$ cat config.mk
export PLATFORM = sky130hd
export DESIGN_NAME = multi_edge_det
export DESIGN_NICKNAME = d
export VERILOG_FILES = /design/src/rtl/multi_edge_det.sv
export SDC_FILE = /design/constraint.sdc
export NUM_CORES = 1
export LEC_CHECK = 0
export ABC_AREA = 1
export BUFFER_PORTS_ARGS = -buffer_cell sky130_fd_sc_hd__buf_2
export CAP_MARGIN = 20
export CORE_MARGIN = 2
export CORE_UTILIZATION = 40
export CTS_CLUSTER_DIAMETER = 120
export DETAILED_ROUTE_END_ITERATION = 6
export GPL_ROUTABILITY_DRIVEN = 1
export PLACE_DENSITY = 0.66
export SYNTH_ARGS = -nofsm -noshare
export SYNTH_HDL_FRONTEND = slang
export SYNTH_SLANG_ARGS = --single-unit
$ cat constraint.sdc
create_clock -name clk -period 1.9 [get_ports clk]
set_input_delay 0.19 -clock clk [delete_from_list [all_inputs] [get_ports clk]]
set_output_delay 0.19 -clock clk [all_outputs]
set_load 0.03 [all_outputs]
$ cat src/rtl/multi_edge_det.sv
// Multi-channel debounced edge detector with registered one-cycle ticks.
// Define MULTI_EDGE_DET_REPEAT_EN to add per-channel auto-repeat ticks while a channel stays high.
module multi_edge_det #(
  parameter int unsigned N             = 5,
  parameter int unsigned DB_CYCLES     = 16,
  parameter int unsigned EDGE_MODE     = 0,
  parameter int unsigned REPEAT_DELAY  = 1000,
  parameter int unsigned REPEAT_PERIOD = 250,
  localparam int unsigned IdxW         = (N > 1) ? $clog2(N) : 1
) (
  input  logic            clk,
  input  logic            rst,
  input  logic [N-1:0]    level,
  output logic [N-1:0]    stable,
  output logic [N-1:0]    tick,
  output logic            tick_any,
  output logic [IdxW-1:0] tick_idx
);

  localparam int unsigned CntW = $clog2(DB_CYCLES + 1);
  localparam logic [CntW-1:0] CntMax = CntW'(DB_CYCLES - 1);
  // Mode 3 falls back to rising-edge behaviour.
  localparam bit TickRise = (EDGE_MODE != 1);
  localparam bit TickFall = (EDGE_MODE == 1) || (EDGE_MODE == 2);

  if (N < 1 || N > 32 || DB_CYCLES < 1 || REPEAT_DELAY < 1 || REPEAT_PERIOD < 1)
  begin : g_bad_param
    $error("multi_edge_det: parameter out of range");
  end

  for (genvar i = 0; i < N; i++) begin : g_ch
    logic            s1_q, s2_q;
    logic            stable_q, stable_d;
    logic            tick_q, tick_d;
    logic [CntW-1:0] cnt_q, cnt_d;
    logic            accept;
    logic            rpt_fire;

    assign accept = (s2_q != stable_q) && (cnt_q == CntMax);

`ifdef MULTI_EDGE_DET_REPEAT_EN
    localparam int unsigned RptMax = (REPEAT_DELAY > REPEAT_PERIOD) ? REPEAT_DELAY
                                                                     : REPEAT_PERIOD;
    localparam int unsigned RptW = $clog2(RptMax + 1);
    localparam logic [RptW-1:0] RptLoadDelay  = RptW'(REPEAT_DELAY - 1);
    localparam logic [RptW-1:0] RptLoadPeriod = RptW'(REPEAT_PERIOD - 1);

    logic [RptW-1:0] rpt_q, rpt_d;

    // Countdown to the next repeat tick; loaded on the press edge, cleared on release.
    always_comb begin
      rpt_d    = rpt_q;
      rpt_fire = 1'b0;
      if (accept) begin
        rpt_d = s2_q ? RptLoadDelay : '0;
      end else if (stable_q) begin
        if (rpt_q == '0) begin
          rpt_fire = 1'b1;
          rpt_d    = RptLoadPeriod;
        end else begin
          rpt_d = rpt_q - RptW'(1);
        end
      end else begin
        rpt_d = '0;
      end
    end

    always_ff @(posedge clk or posedge rst) begin
      if (rst) begin
        rpt_q <= '0;
      end else begin
        rpt_q <= rpt_d;
      end
    end
`else
    assign rpt_fire = 1'b0;
`endif

    always_comb begin
      cnt_d    = cnt_q;
      stable_d = stable_q;
      tick_d   = rpt_fire;
      if (s2_q == stable_q) begin
        cnt_d = '0;
      end else if (accept) begin
        cnt_d    = '0;
        stable_d = s2_q;
        if (s2_q ? TickRise : TickFall) begin
          tick_d = 1'b1;
        end
      end else begin
        cnt_d = cnt_q + CntW'(1);
      end
    end

    always_ff @(posedge clk or posedge rst) begin
      if (rst) begin
        s1_q     <= 1'b0;
        s2_q     <= 1'b0;
        stable_q <= 1'b0;
        tick_q   <= 1'b0;
        cnt_q    <= '0;
      end else begin
        s1_q     <= level[i];
        s2_q     <= s1_q;
        stable_q <= stable_d;
        tick_q   <= tick_d;
        cnt_q    <= cnt_d;
      end
    end

    assign stable[i] = stable_q;
    assign tick[i]   = tick_q;
  end

  assign tick_any = |tick;

  // Descending scan so the lowest set index wins.
  always_comb begin
    tick_idx = '0;
    for (int i = N - 1; i >= 0; i--) begin
      if (tick[i]) begin
        tick_idx = IdxW'(i);
      end
    end
  end

endmodule
==> qor_table.md, run 1 <==
| Group | Item | Value |
|---|---|---|
| logic synthesis | Number of instances in the synthesized netlist | 247 |
| floorplan | Die outline area | 0.00567 sq mm |
| detailed routing | Detailed-route wire length | 3320 microns |
| logic synthesis | Yosys warns | 0 |
| detailed routing | Wirelength per Cell | 9.88 microns |
| floorplan | Number of placed I/O pins | 21 |
| critical path | Critical Path Sink Type | output pin |
| clock tree | Number of hold-repair buffers added at the cts stage | 1 |
| timing | Max Clock Freq | 0.701 GHz |
| floorplan | Chip width | 75.3 microns |
| global route | Global-route wire length before repair | 5580 microns |
| logic synthesis | Most frequent cell after synthesis | nand2_1 |
| logic synthesis | Largest area contributor in the synthesized netlist | dfrtp_1 |
| final layout | Share of final-layout standard cells stronger than drive strength 1 | 11.9% |
| final layout | Number of diodes | 0 |
| logic synthesis | Mean Syn Cell Area | 8.24 sq um |
| min path | Worst min-delay path category | in -> reg |
| logic synthesis | Synth unique cells | 11 |
| logic synthesis | Top post-synthesis cells by area | dfrtp_1 (55%), nand2_1 (13%), inv_1 (7.4%) |
| job | Count of maximum capacitance violations | 0 |
| global route | Pin count of the biggest net entering global routing | 46 |
| clock tree | Inserted Clock Buffers | 5 |
| status | Outcome | complete, no violations |
| logic synthesis | Synthesized flop and latch total | 45 |
| global route | Vias in the first global route | 1,417 |
| timing | Count of pins over their slew limit | 0 |
| clock tree | CTS Sinks | 45 |
| power and ir drop | Leak pwr | 1.28 nW |
| clock tree | Clock-pin slew on the worst setup and hold paths | 80 ps |
| timing | Setup-violating endpoint count in the final report | 0 |
| critical path | Endpoint arrival time on the critical path | 1240 ps |
| detailed routing | Vias per Instance | 4.45 |
| place | Sum of net half-perimeters after detailed placement | 2500 microns |
| logic synthesis | Portion of synthesized cell area occupied by the leading cell type | 55.4% |
| place | Placement Cell Area | 0.00215 sq mm |
| clock tree | # Post-CTS Setup Buffers | 0 |
| floorplan | Starting utilization of the core area | 42.2% |
| detailed routing | Vias after detailed routing | 1,496 |
| power and ir drop | Areal power density over the cells | 745 mW/mm^2 |
| timing | Crit path setup slack, layout | 473 ps |
| critical path | Kind of critical path | reg -> out |
| clock tree | Maximum level of the CTS H-tree | 2 |
| global route | Antenna violations before repair | 0 |
| logic synthesis | Number of enable flip-flop cells after synthesis | 0 |
| detailed routing | Post-detailed-route count of antenna-violating nets | 0 |
| final layout | Count of fill cells added during filler insertion | 500 |
| floorplan | Die height | 75.3 microns |
| clock tree | CTS tree | built |
| clock tree | Quantity of gates resized following cts | 0 |
| place | RD Place Congestion | 0.795 |
| critical path | Crit path required time | 1710 ps |
| logic synthesis | Total standard cell area after synthesis | 0.00203 sq mm |
| place | IO buf count | 20 |
| floorplan | Core outline area | 0.00482 sq mm |
| logic synthesis | Sequential share of the synthesized area | 55.4% |
| clock tree | Largest buffer count on any clock path | 2 |
| timing | Final clock period utilization by the worst path | 75.1% |
| final layout | Area growth syn-to-layout | 11.3% |
| global route | Remaining global-route overflow | 0 |
| logic synthesis | Syn nets | 259 |
| logic synthesis | Post-synth top flop | dfrtp_1 |
| timing | Clk_skew | 9.64 ps |
| timing | RSZ-0062 raised after global routing | no |
| power and ir drop | Worst supply voltage drop on vdd | 0.000425 V |
| detailed routing | Count of unresolved DRC violations after routing | 0 |
| global route | Overall Global Routing Usage | 13.1% |
| timing | Final count of hold timing violations | 0 |
| final layout | Layout Cell Area excl Fill | 0.00226 sq mm |
| logic synthesis | Leading cell types by count after synthesis | nand2_1 (71), dfrtp_1 (45), inv_1 (40), nor2_1 (32), nand3_1 (26) |
| timing | Period minus WS final | 1430 ps |
| timing | Worst rel slew slack | 63.1% |
| detailed routing | Number of design-rule violations left by the first detailed-router iteration | 77 |
| critical path | Max Fanout on Critical Path | 3 |
| clock tree | Root buffer selected by CTS | clkbuf_8 |
| place | Setup WS pre-CTS | 768 ps |
| timing | Setup TNS after final layout | 0 ps |
| clock tree | Clock latency of the later-clocked register in the worst-skew pair | 290 ps |
| final layout | NumNets Final | 280 |
| logic synthesis | Synth async-reset ratio | 100% |
| floorplan | Number of rows in the core area | 25 |
| timing | Worst Max-Slew Pin Slew | 553 ps |
| critical path | Critical Path Source Type | flop |
| detailed routing | Detailed-router iteration count before antenna repair | 4 |
==> metal layers <==
layer / GRT usage (%) / part of all wire [%] / vias to the layer above / routed length (microns)
met2: 21.7 / 48 / 20 / 1580
met5: 0 / 0 / - / 0
met1: 15.6 / 47 / 680 / 1570
met3: 4.63 / 3.7 / 4 / 123
met4: 5.26 / 1.3 / 0 / 44
li1: - / - / 792 / -
==> power by group <==
part	leakage [nW]	total [mW]	internal, mW	switching (mW)
clock	0.0385	0.563	0.260	0.302
combinational	0.645	0.100	0.0382	0.0621
sequential	0.593	1.03	0.993	0.0319
==> path summary, 6_finish.rpt <==
kind / from / cells after the start / slack, ps / end
min: level[4] / 1 / 8 / g_ch[4].s1_q
max: g_ch[2].tick_q / 4 / 470 / tick_idx[2]
max reg2reg: g_ch[0].cnt_q[0] / 6 / 770 / g_ch[0].stable_q
max in group asynchronous: rst / 3 / 1500 / g_ch[0].cnt_q[4]
min reg2reg: g_ch[1].s1_q / 0 / 350 / g_ch[1].s2_q
min in group asynchronous: rst / 3 / 20 / g_ch[1].cnt_q[3]
==> cell families (layout without fill, tap and decap cells) <==
group	count (synthesis)	after routing	share of synthesized area, %
simple gates	146	146	30.3
buf+inv	50	72	11.1
flops	45	45	55.4
fa+ha+maj	5	5	3.08
compound gates	1	1	0.246
==> placed cells by master (no fill, tap or decap) <==
cell	netlist	layout
nor2_2	5	5
buf_2	0	20
nand2_1	71	71
dfrtp_1	45	45
clkinv_1	0	1
clkinvlp_4	0	1
a21oi_1	1	1
buf_4	10	1
nor3_1	6	6
ha_1	5	5
inv_1	40	39
nand4_1	6	6
clkbuf_1	0	2
dlygate4sd3_1	0	3
nand3_1	26	26
clkbuf_8	0	5
nor2_1	32	32
==> critical path, stage by stage, from the launching register on <==
cell     delay (ps)
dfrtp_1         400
nor2_1          180
nand3_1          90
nor2_1           90
buf_2           200
==> through the flow <==
step                total power, mW  hold WS [ps]  util, %  std cells
finish                         1.69          8.17     47.0        336
global route                   1.78       0.00455     47.0        336
CTS                            1.71         0.430     46.6        334
detailed placement             1.14           299     44.6        325
global placement               1.14           298     44.6        325
floorplan                      1.11           221        -        247
==> registers in the layout (all words and copies together), names as in the netlist <==
name,cells
g_ch.tick_q,5
g_ch.s1_q,5
g_ch.stable_q,5
g_ch.cnt_q,25
g_ch.s2_q,5
==> area by class of cell <==
type	instances	area [sq um]	area share (%)
multi-input combinational	152	683	30.2
sequential	45	1130	49.7
timing repair buffer	24	138	6.08
clock buffer	7	76.3	3.37
inverter	40	150	6.63
clock inverter	1	7.51	0.331
tap	67	83.8	3.70
Note: power is estimated with default switching activity, not from simulation.
==> run 2: changes to the inputs <==
- PLACE_DENSITY: 0.66 -> 0.68
- clock period: 1.9 -> 1.16 ns (I/O delays scaled with it)
==> qor_table.md, run 2 (same netlist as run 1, synthesis figures left out) <==
| Group | Item | Value | Delta |
|---|---|---|---|
| status | Outcome | complete, but fails checks | was complete, no violations |
| status | Failing checks | setup timing |  |
| detailed routing | Met3 routed wirelength | 119 microns | was 123 microns |
| final layout | Share of final-layout standard cells stronger than drive strength 1 | 23.9% | was 11.9% |
| global route | Global-route wire length before repair | 6110 microns | was 5580 microns |
| critical path | Source of the critical timing path | g_ch[3].tick_q | was g_ch[2].tick_q |
| final layout | Layout Cell Area excl Fill | 0.00254 sq mm | was 0.00226 sq mm |
| detailed routing | Count of unresolved DRC violations after routing | 0 | unchanged |
| timing | Period minus WS final | 1280 ps |  |
| final layout | Number of diodes | 0 | unchanged |
| clock tree | Largest buffer count on any clock path | 2 | unchanged |
| timing | Final clock period utilization by the worst path | 111% |  |
| floorplan | Starting utilization of the core area | 42.2% | unchanged |
| detailed routing | Post-detailed-route count of antenna-violating nets | 0 | unchanged |
| power and ir drop | Worst supply voltage drop on vdd | 0.000580 V | was 0.000425 V |
| timing | Clk_skew | 2.85 ps | was 9.64 ps |
| power and ir drop | Total Power Consumption | 2.88 mW | was 1.69 mW |
| detailed routing | Number of design-rule violations left by the first detailed-router iteration | 107 | was 77 |
| clock tree | Maximum level of the CTS H-tree | 2 | unchanged |
| detailed routing | Total length of routed met2 wires | 1880 microns | was 1580 microns |
| clock tree | CTS tree | built | unchanged |
| place | IO buf count | 20 | unchanged |
| timing | Final count of hold timing violations | 0 | unchanged |
| critical path | Max Fanout on Critical Path | 3 | unchanged |
| critical path | Register-to-Register Setup Slack | 20 ps | was 770 ps |
| detailed routing | Vias after detailed routing | 1,628 | was 1,496 |
| floorplan | Core outline area | 0.00482 sq mm | unchanged |
| final layout | NumNets Final | 296 | was 280 |
| critical path | Reg-to-reg critical path endpoint | g_ch[2].cnt_q[3] | was g_ch[0].stable_q |
| job | Count of maximum capacitance violations | 0 | unchanged |
| floorplan | Die outline area | 0.00567 sq mm | unchanged |
| floorplan | Die height | 75.3 microns | unchanged |
| critical path | Timing endpoint of the critical path | tick_idx[2] | unchanged |
| clock tree | Root buffer selected by CTS | clkbuf_8 | unchanged |
| place | Instance count after placement with tap cells included | 330 | was 325 |
| global route | Overall Global Routing Usage | 14.5% | was 13.1% |
| global route | Remaining global-route overflow | 0 | unchanged |
| critical path | Number of cells traversed by the worst register-to-register path | 6 | unchanged |
| global route | Pin count of the biggest net entering global routing | 46 | unchanged |
| timing | Max Clock Freq | 0.779 GHz |  |
| clock tree | CTS Sinks | 45 | unchanged |
| detailed routing | Top Metal Used | met4 | unchanged |
| place | RD Place Congestion | 0.812 | was 0.795 |
| critical path | Endpoint arrival time on the critical path | 1170 ps | was 1240 ps |
| final layout | Commonest non-fill, non-tap cell in the layout | nand2_1 | unchanged |
| timing | Worst rel slew slack | 83.8% | was 63.1% |
| detailed routing | Detailed-router iteration count before antenna repair | 4 | unchanged |
| final layout | Number of flip-flops in the largest register | 25 | unchanged |
| final layout | Number of standard cells in the final layout excluding fillers | 351 | was 336 |
| global route | Vias in the first global route | 1,519 | was 1,417 |
| global route | Antenna violations before repair | 0 | unchanged |
| timing | Crit path setup slack, layout | -123 ps | was 473 ps |
| power and ir drop | Leak pwr | 1.35 nW | was 1.28 nW |
| final layout | Register with the highest flop count | g_ch.cnt_q | unchanged |
| final layout | Area growth syn-to-layout | 24.7% | was 11.3% |
| critical path | Critical path's largest stage delay | 410 ps | was 400 ps |
| timing | Setup TNS after final layout | -382 ps | was 0 ps |
| critical path | Kind of critical path | reg -> out | unchanged |
| critical path | Crit path required time | 1040 ps | was 1710 ps |
| min path | Worst min-delay path category | reg -> reg | was in -> reg |
| power and ir drop | Areal power density over the cells | 1140 mW/mm^2 | was 745 mW/mm^2 |
| place | Placement Cell Area | 0.00221 sq mm | was 0.00215 sq mm |
| floorplan | Chip width | 75.3 microns | unchanged |
| critical path | Critical Path Sink Type | output pin | unchanged |
| detailed routing | Wirelength per Cell | 10.5 microns | was 9.88 microns |
| clock tree | Clock-pin slew on the worst setup and hold paths | 80 ps | about the same |
| clock tree | Clock latency of the later-clocked register in the worst-skew pair | 290 ps | about the same |
| floorplan | Number of placed I/O pins | 21 | unchanged |
| critical path | Critical Path Source Type | flop | unchanged |
| timing | RSZ-0062 raised after global routing | yes | was no |
| clock tree | Inserted Clock Buffers | 5 | unchanged |
| critical path | Reg2reg start | g_ch[2].cnt_q[1] | was g_ch[0].cnt_q[0] |
| floorplan | Number of rows in the core area | 25 | unchanged |
| detailed routing | Detailed-route wire length | 3700 microns | was 3320 microns |
| timing | Hold_ws | 351 ps | was 8.17 ps |
| detailed routing | Wire length the detailed router placed on met1 | 1600 microns | was 1570 microns |
| critical path | Slowest library cell on the worst path | dfrtp_1 | unchanged |
| timing | Setup-violating endpoint count in the final report | 4 | was 0 |
| critical path | Critical Path, Cell by Cell | nor2_4 -> nand3_1 -> nor2_1 -> buf_4 | was nor2_1 -> nand3_1 -> nor2_1 -> buf_2 |
| timing | Worst Max-Slew Pin Slew | 243 ps | was 553 ps |
| place | Sum of net half-perimeters after detailed placement | 2540 microns | was 2500 microns |
| final layout | Top library cells by usage in the layout, fill and taps aside | nand2_1 (66), dfrtp_1 (45), inv_1 (39), nor2_1 (24), nand3_1 (23) | was nand2_1 (71), dfrtp_1 (45), inv_1 (39), nor2_1 (32), nand3_1 (26) |
| timing | Count of pins over their slew limit | 0 | unchanged |
| detailed routing | Vias per Instance | 4.64 | was 4.45 |
==> run 2: timing repair <==
| action | in CTS | in global routing |
|---|---|---|
| gates resized for setup | 7 | 28 |
| endpoints found under the hold margin | 50 | 0 |
| pin swaps | 2 | 17 |
| cloned | 0 | 0 |
| buffers inserted | 0 | 8 |
| endpoints found under the setup margin | 4 | 21 |
| hold buffers | 6 | 0 |
==> run 2: through the flow <==
step / setup slack, ps / util [%]
detailed placement: 37.8 / 45.9
floorplan: -8.22 / -
CTS: -135 / 49.4
finish: -123 / 52.6
global placement: 71.3 / 45.9
global route: -203 / 52.6
==> run 2: how the worst min path moves through the flow <==
stage,end,cells after the start,start
2_1_floorplan,g_ch[0].cnt_q[0],1,rst
3_3_place_gp,g_ch[4].s1_q,3,rst
3_5_place_dp,g_ch[4].s1_q,3,rst
4_1_cts,g_ch[0].s2_q,0,g_ch[0].s1_q
5_1_grt,g_ch[0].s2_q,0,g_ch[0].s1_q
6_report,g_ch[0].s2_q,0,g_ch[0].s1_q
==> run 2: cell type report <==
class                           instances  area, sq um
Sequential cell                        45         1130
Multi-Input combinational cell        152          788
Tap cell                               67         83.8
Inverter                               40          154
Fill cell                             444         2280
Timing Repair Buffer                   40          298
Clock buffer                            7         86.3
==> run 2: routing by layer <==
| layer | up-vias | global-route usage, % |
|---|---|---|
| met5 | - | 0 |
| met4 | 0 | 9.75 |
| met3 | 8 | 3.70 |
| met2 | 35 | 23.9 |
| met1 | 763 | 16.7 |
| li1 | 822 | - |
==> run 2: where the power goes <==
group / total [mW] / internal (mW) / switching (mW)
clock network: 0.950 / 0.472 / 0.477
registers: 1.68 / 1.63 / 0.0550
logic: 0.250 / 0.120 / 0.130
==> run 2: critical path: cells and delay by family, from the launching register on <==
family | cells | cell delay (ps)
buf+inv | 1 | 160
flops | 1 | 410
simple gates | 3 | 300
==> run 3: changes to the inputs <==
- GPL_TIMING_DRIVEN: default -> 0
==> qor_table.md, run 3 (same netlist as run 1, synthesis figures left out) <==
| Group | Item | Value | Delta |
|---|---|---|---|
| timing | Crit path setup slack, layout | -146 ps | was -123 ps |
| detailed routing | Count of unresolved DRC violations after routing | 0 | unchanged |
| final layout | NumNets Final | 303 | was 296 |
| final layout | Count of fill cells added during filler insertion | 437 | was 444 |
| floorplan | Number of rows in the core area | 25 | unchanged |
| final layout | Number of flip-flops in the largest register | 25 | unchanged |
| detailed routing | Post-detailed-route count of antenna-violating nets | 0 | unchanged |
| final layout | Number of diodes | 0 | unchanged |
| detailed routing | Met3 routed wirelength | 104 microns | was 119 microns |
| timing | Worst Max-Slew Pin Slew | 944 ps | was 243 ps |
| power and ir drop | Worst supply voltage drop on vdd | 0.000683 V | was 0.000580 V |
| final layout | Area growth syn-to-layout | 34.3% | was 24.7% |
| timing | Final clock period utilization by the worst path | 113% | was 111% |
| clock tree | Clock latency of the later-clocked register in the worst-skew pair | 300 ps | was 290 ps |
| global route | Overall Global Routing Usage | 12.6% | was 14.5% |
| clock tree | Inserted Clock Buffers | 5 | unchanged |
| clock tree | Largest buffer count on any clock path | 2 | unchanged |
| place | RD Place Congestion | 0.832 | was 0.812 |
| power and ir drop | Leak pwr | 1.45 nW | was 1.35 nW |
| final layout | Share of final-layout standard cells stronger than drive strength 1 | 30.8% | was 23.9% |
| final layout | Top library cells by usage in the layout, fill and taps aside | nand2_1 (59), dfrtp_1 (44), inv_1 (38), nor2_1 (24) | was nand2_1 (66), dfrtp_1 (45), inv_1 (39), nor2_1 (24), nand3_1 (23) |
| timing | Hold_ws | 10.3 ps | was 351 ps |
| timing | Clk_skew | 5.87 ps | was 2.85 ps |
| place | IO buf count | 20 | unchanged |
| detailed routing | Detailed-router iteration count before antenna repair | 4 | unchanged |
| detailed routing | Vias after detailed routing | 1,601 | was 1,628 |
| critical path | Endpoint arrival time on the critical path | 1190 ps | was 1170 ps |
| floorplan | Core outline area | 0.00482 sq mm | unchanged |
| timing | Max Clock Freq | 0.766 GHz | was 0.779 GHz |
| floorplan | Number of placed I/O pins | 21 | unchanged |
| min path | Worst min-delay path category | in -> async | was reg -> reg |
| timing | RSZ-0062 raised after global routing | yes | unchanged |
| detailed routing | Detailed-route wire length | 3670 microns | was 3700 microns |
| job | Count of maximum capacitance violations | 0 | unchanged |
| timing | Worst rel slew slack | 36.9% | was 83.8% |
| critical path | Max Fanout on Critical Path | 3 | unchanged |
| critical path | Critical Path Sink Type | output pin | unchanged |
| global route | Global-route wire length before repair | 5440 microns | was 6110 microns |
| clock tree | Root buffer selected by CTS | clkbuf_8 | unchanged |
| detailed routing | Vias per Instance | 4.46 | was 4.64 |
| place | Setup WS pre-CTS | 30.9 ps | was 37.8 ps |
| floorplan | Starting utilization of the core area | 42.2% | unchanged |
| critical path | Kind of critical path | reg -> out | unchanged |
| floorplan | Die outline area | 0.00567 sq mm | unchanged |
| critical path | Reg2reg start | g_ch[0].cnt_q[1] | was g_ch[2].cnt_q[1] |
| power and ir drop | Areal power density over the cells | 1140 mW/mm^2 | about the same |
| timing | Setup-violating endpoint count in the final report | 4 | unchanged |
| floorplan | Chip width | 75.3 microns | unchanged |
| final layout | Register with the highest flop count | g_ch.cnt_q | unchanged |
| critical path | Register-to-Register Setup Slack | 30 ps | was 20 ps |
| clock tree | Clock-pin slew on the worst setup and hold paths | 90 ps | was 80 ps |
| timing | Count of pins over their slew limit | 0 | unchanged |
| critical path | Reg-to-reg critical path endpoint | g_ch[0].cnt_q[3] | was g_ch[2].cnt_q[3] |
| global route | Vias in the first global route | 1,403 | was 1,519 |
| detailed routing | Wirelength per Cell | 10.2 microns | was 10.5 microns |
| global route | Antenna violations before repair | 0 | unchanged |
| detailed routing | Wire length the detailed router placed on met1 | 1650 microns | was 1600 microns |
| clock tree | CTS tree | built | unchanged |
| clock tree | CTS Sinks | 45 | unchanged |
| critical path | Number of cells traversed by the worst register-to-register path | 6 | unchanged |
| status | Failing checks | setup timing | unchanged |
| critical path | Crit path required time | 1040 ps | about the same |
| floorplan | Die height | 75.3 microns | unchanged |
| timing | Final count of hold timing violations | 0 | unchanged |
| clock tree | Maximum level of the CTS H-tree | 2 | unchanged |
| place | Sum of net half-perimeters after detailed placement | 2290 microns | was 2540 microns |
| final layout | Commonest non-fill, non-tap cell in the layout | nand2_1 | unchanged |
| detailed routing | Number of design-rule violations left by the first detailed-router iteration | 46 | was 107 |
| global route | Pin count of the biggest net entering global routing | 46 | unchanged |
| timing | Period minus WS final | 1310 ps | was 1280 ps |
| critical path | Critical Path Source Type | flop | unchanged |
| detailed routing | Total length of routed met2 wires | 1860 microns | was 1880 microns |
| status | Outcome | complete, but fails checks | unchanged |
| global route | Remaining global-route overflow | 0 | unchanged |
| detailed routing | Top Metal Used | met4 | unchanged |
==> run 3: cell count changes in the layout (fill, tap and decap cells not counted), moves of 5 or more <==
cell	previous run	this run
nand2_1	66	59
buf_6	2	10
nand2_2	5	10
buf_4	16	21
==> run 3: per-layer routing <==
layer / global-route usage, % / up-vias
li1: - / 838
met1: 14.8 / 736
met2: 21.5 / 22
met3: 3.57 / 5
met4: 5.85 / 0
met5: 0 / -
==> run 3: cell type report <==
class | instances | area (sq um) | share of cell area (%)
flip-flops and latches | 45 | 1130 | 41.3
multi-input cells | 152 | 877 | 32.1
clock buffers | 5 | 68.8 | 2.52
repair buffers | 37 | 289 | 10.6
inverters | 40 | 154 | 5.63
plain buffers | 10 | 86.3 | 3.16
well taps | 67 | 83.8 | 3.07
clock inverters | 3 | 46.3 | 1.69
==> run 3: power by group <==
part	internal [mW]	total (mW)	leakage, nW	switching (mW)
logic	0.104	0.223	0.800	0.119
clock network	0.645	1.19	0.0543	0.543
registers	1.63	1.69	0.591	0.0672
==> run 3: timing repair <==
action	4_1_cts	5_1_grt
hold endpoints to repair	5	0
setup buffers	4	8
resized for setup	11	60
pin swaps	0	17
endpoints found under the setup margin	7	32
hold buffers	5	0
==> run 3: critical path: stages (launching register included) <==
cell	delay (ps)
dfrtp_2	450
nor2_4	120
nand3_1	80
nor2_1	90
buf_4	160
==> run 3: how the worst max path moves through the flow <==
stage	start	endpoint	slack [ps]	cells past startpoint
5_1_grt	g_ch[2].tick_q	tick_idx[2]	-230	4
4_1_cts	g_ch[3].tick_q	tick_idx[2]	-170	4
3_5_place_dp	g_ch[0].cnt_q[0]	g_ch[0].stable_q	30	6
2_1_floorplan	g_ch[2].tick_q	tick_idx[2]	-8	3
6_report	g_ch[3].tick_q	tick_idx[2]	-150	4
3_3_place_gp	g_ch[3].cnt_q[0]	g_ch[3].cnt_q[3]	30	6
==> run 3: metrics by stage <==
step / utilization (%) / instances / area [sq um] / TNS (ps) / power (mW)
after global routing: 56.7 / 359 / 2730 / -1050 / 3.25
final: 56.7 / 359 / 2730 / -383 / 3.10
after CTS: 51.0 / 351 / 2460 / -453 / 3.07
after floorplan: - / 247 / 2040 / -8.22 / 1.82
after global placement: 46.2 / 334 / 2230 / 0 / 1.86
after detailed placement: 46.2 / 334 / 2230 / 0 / 1.86
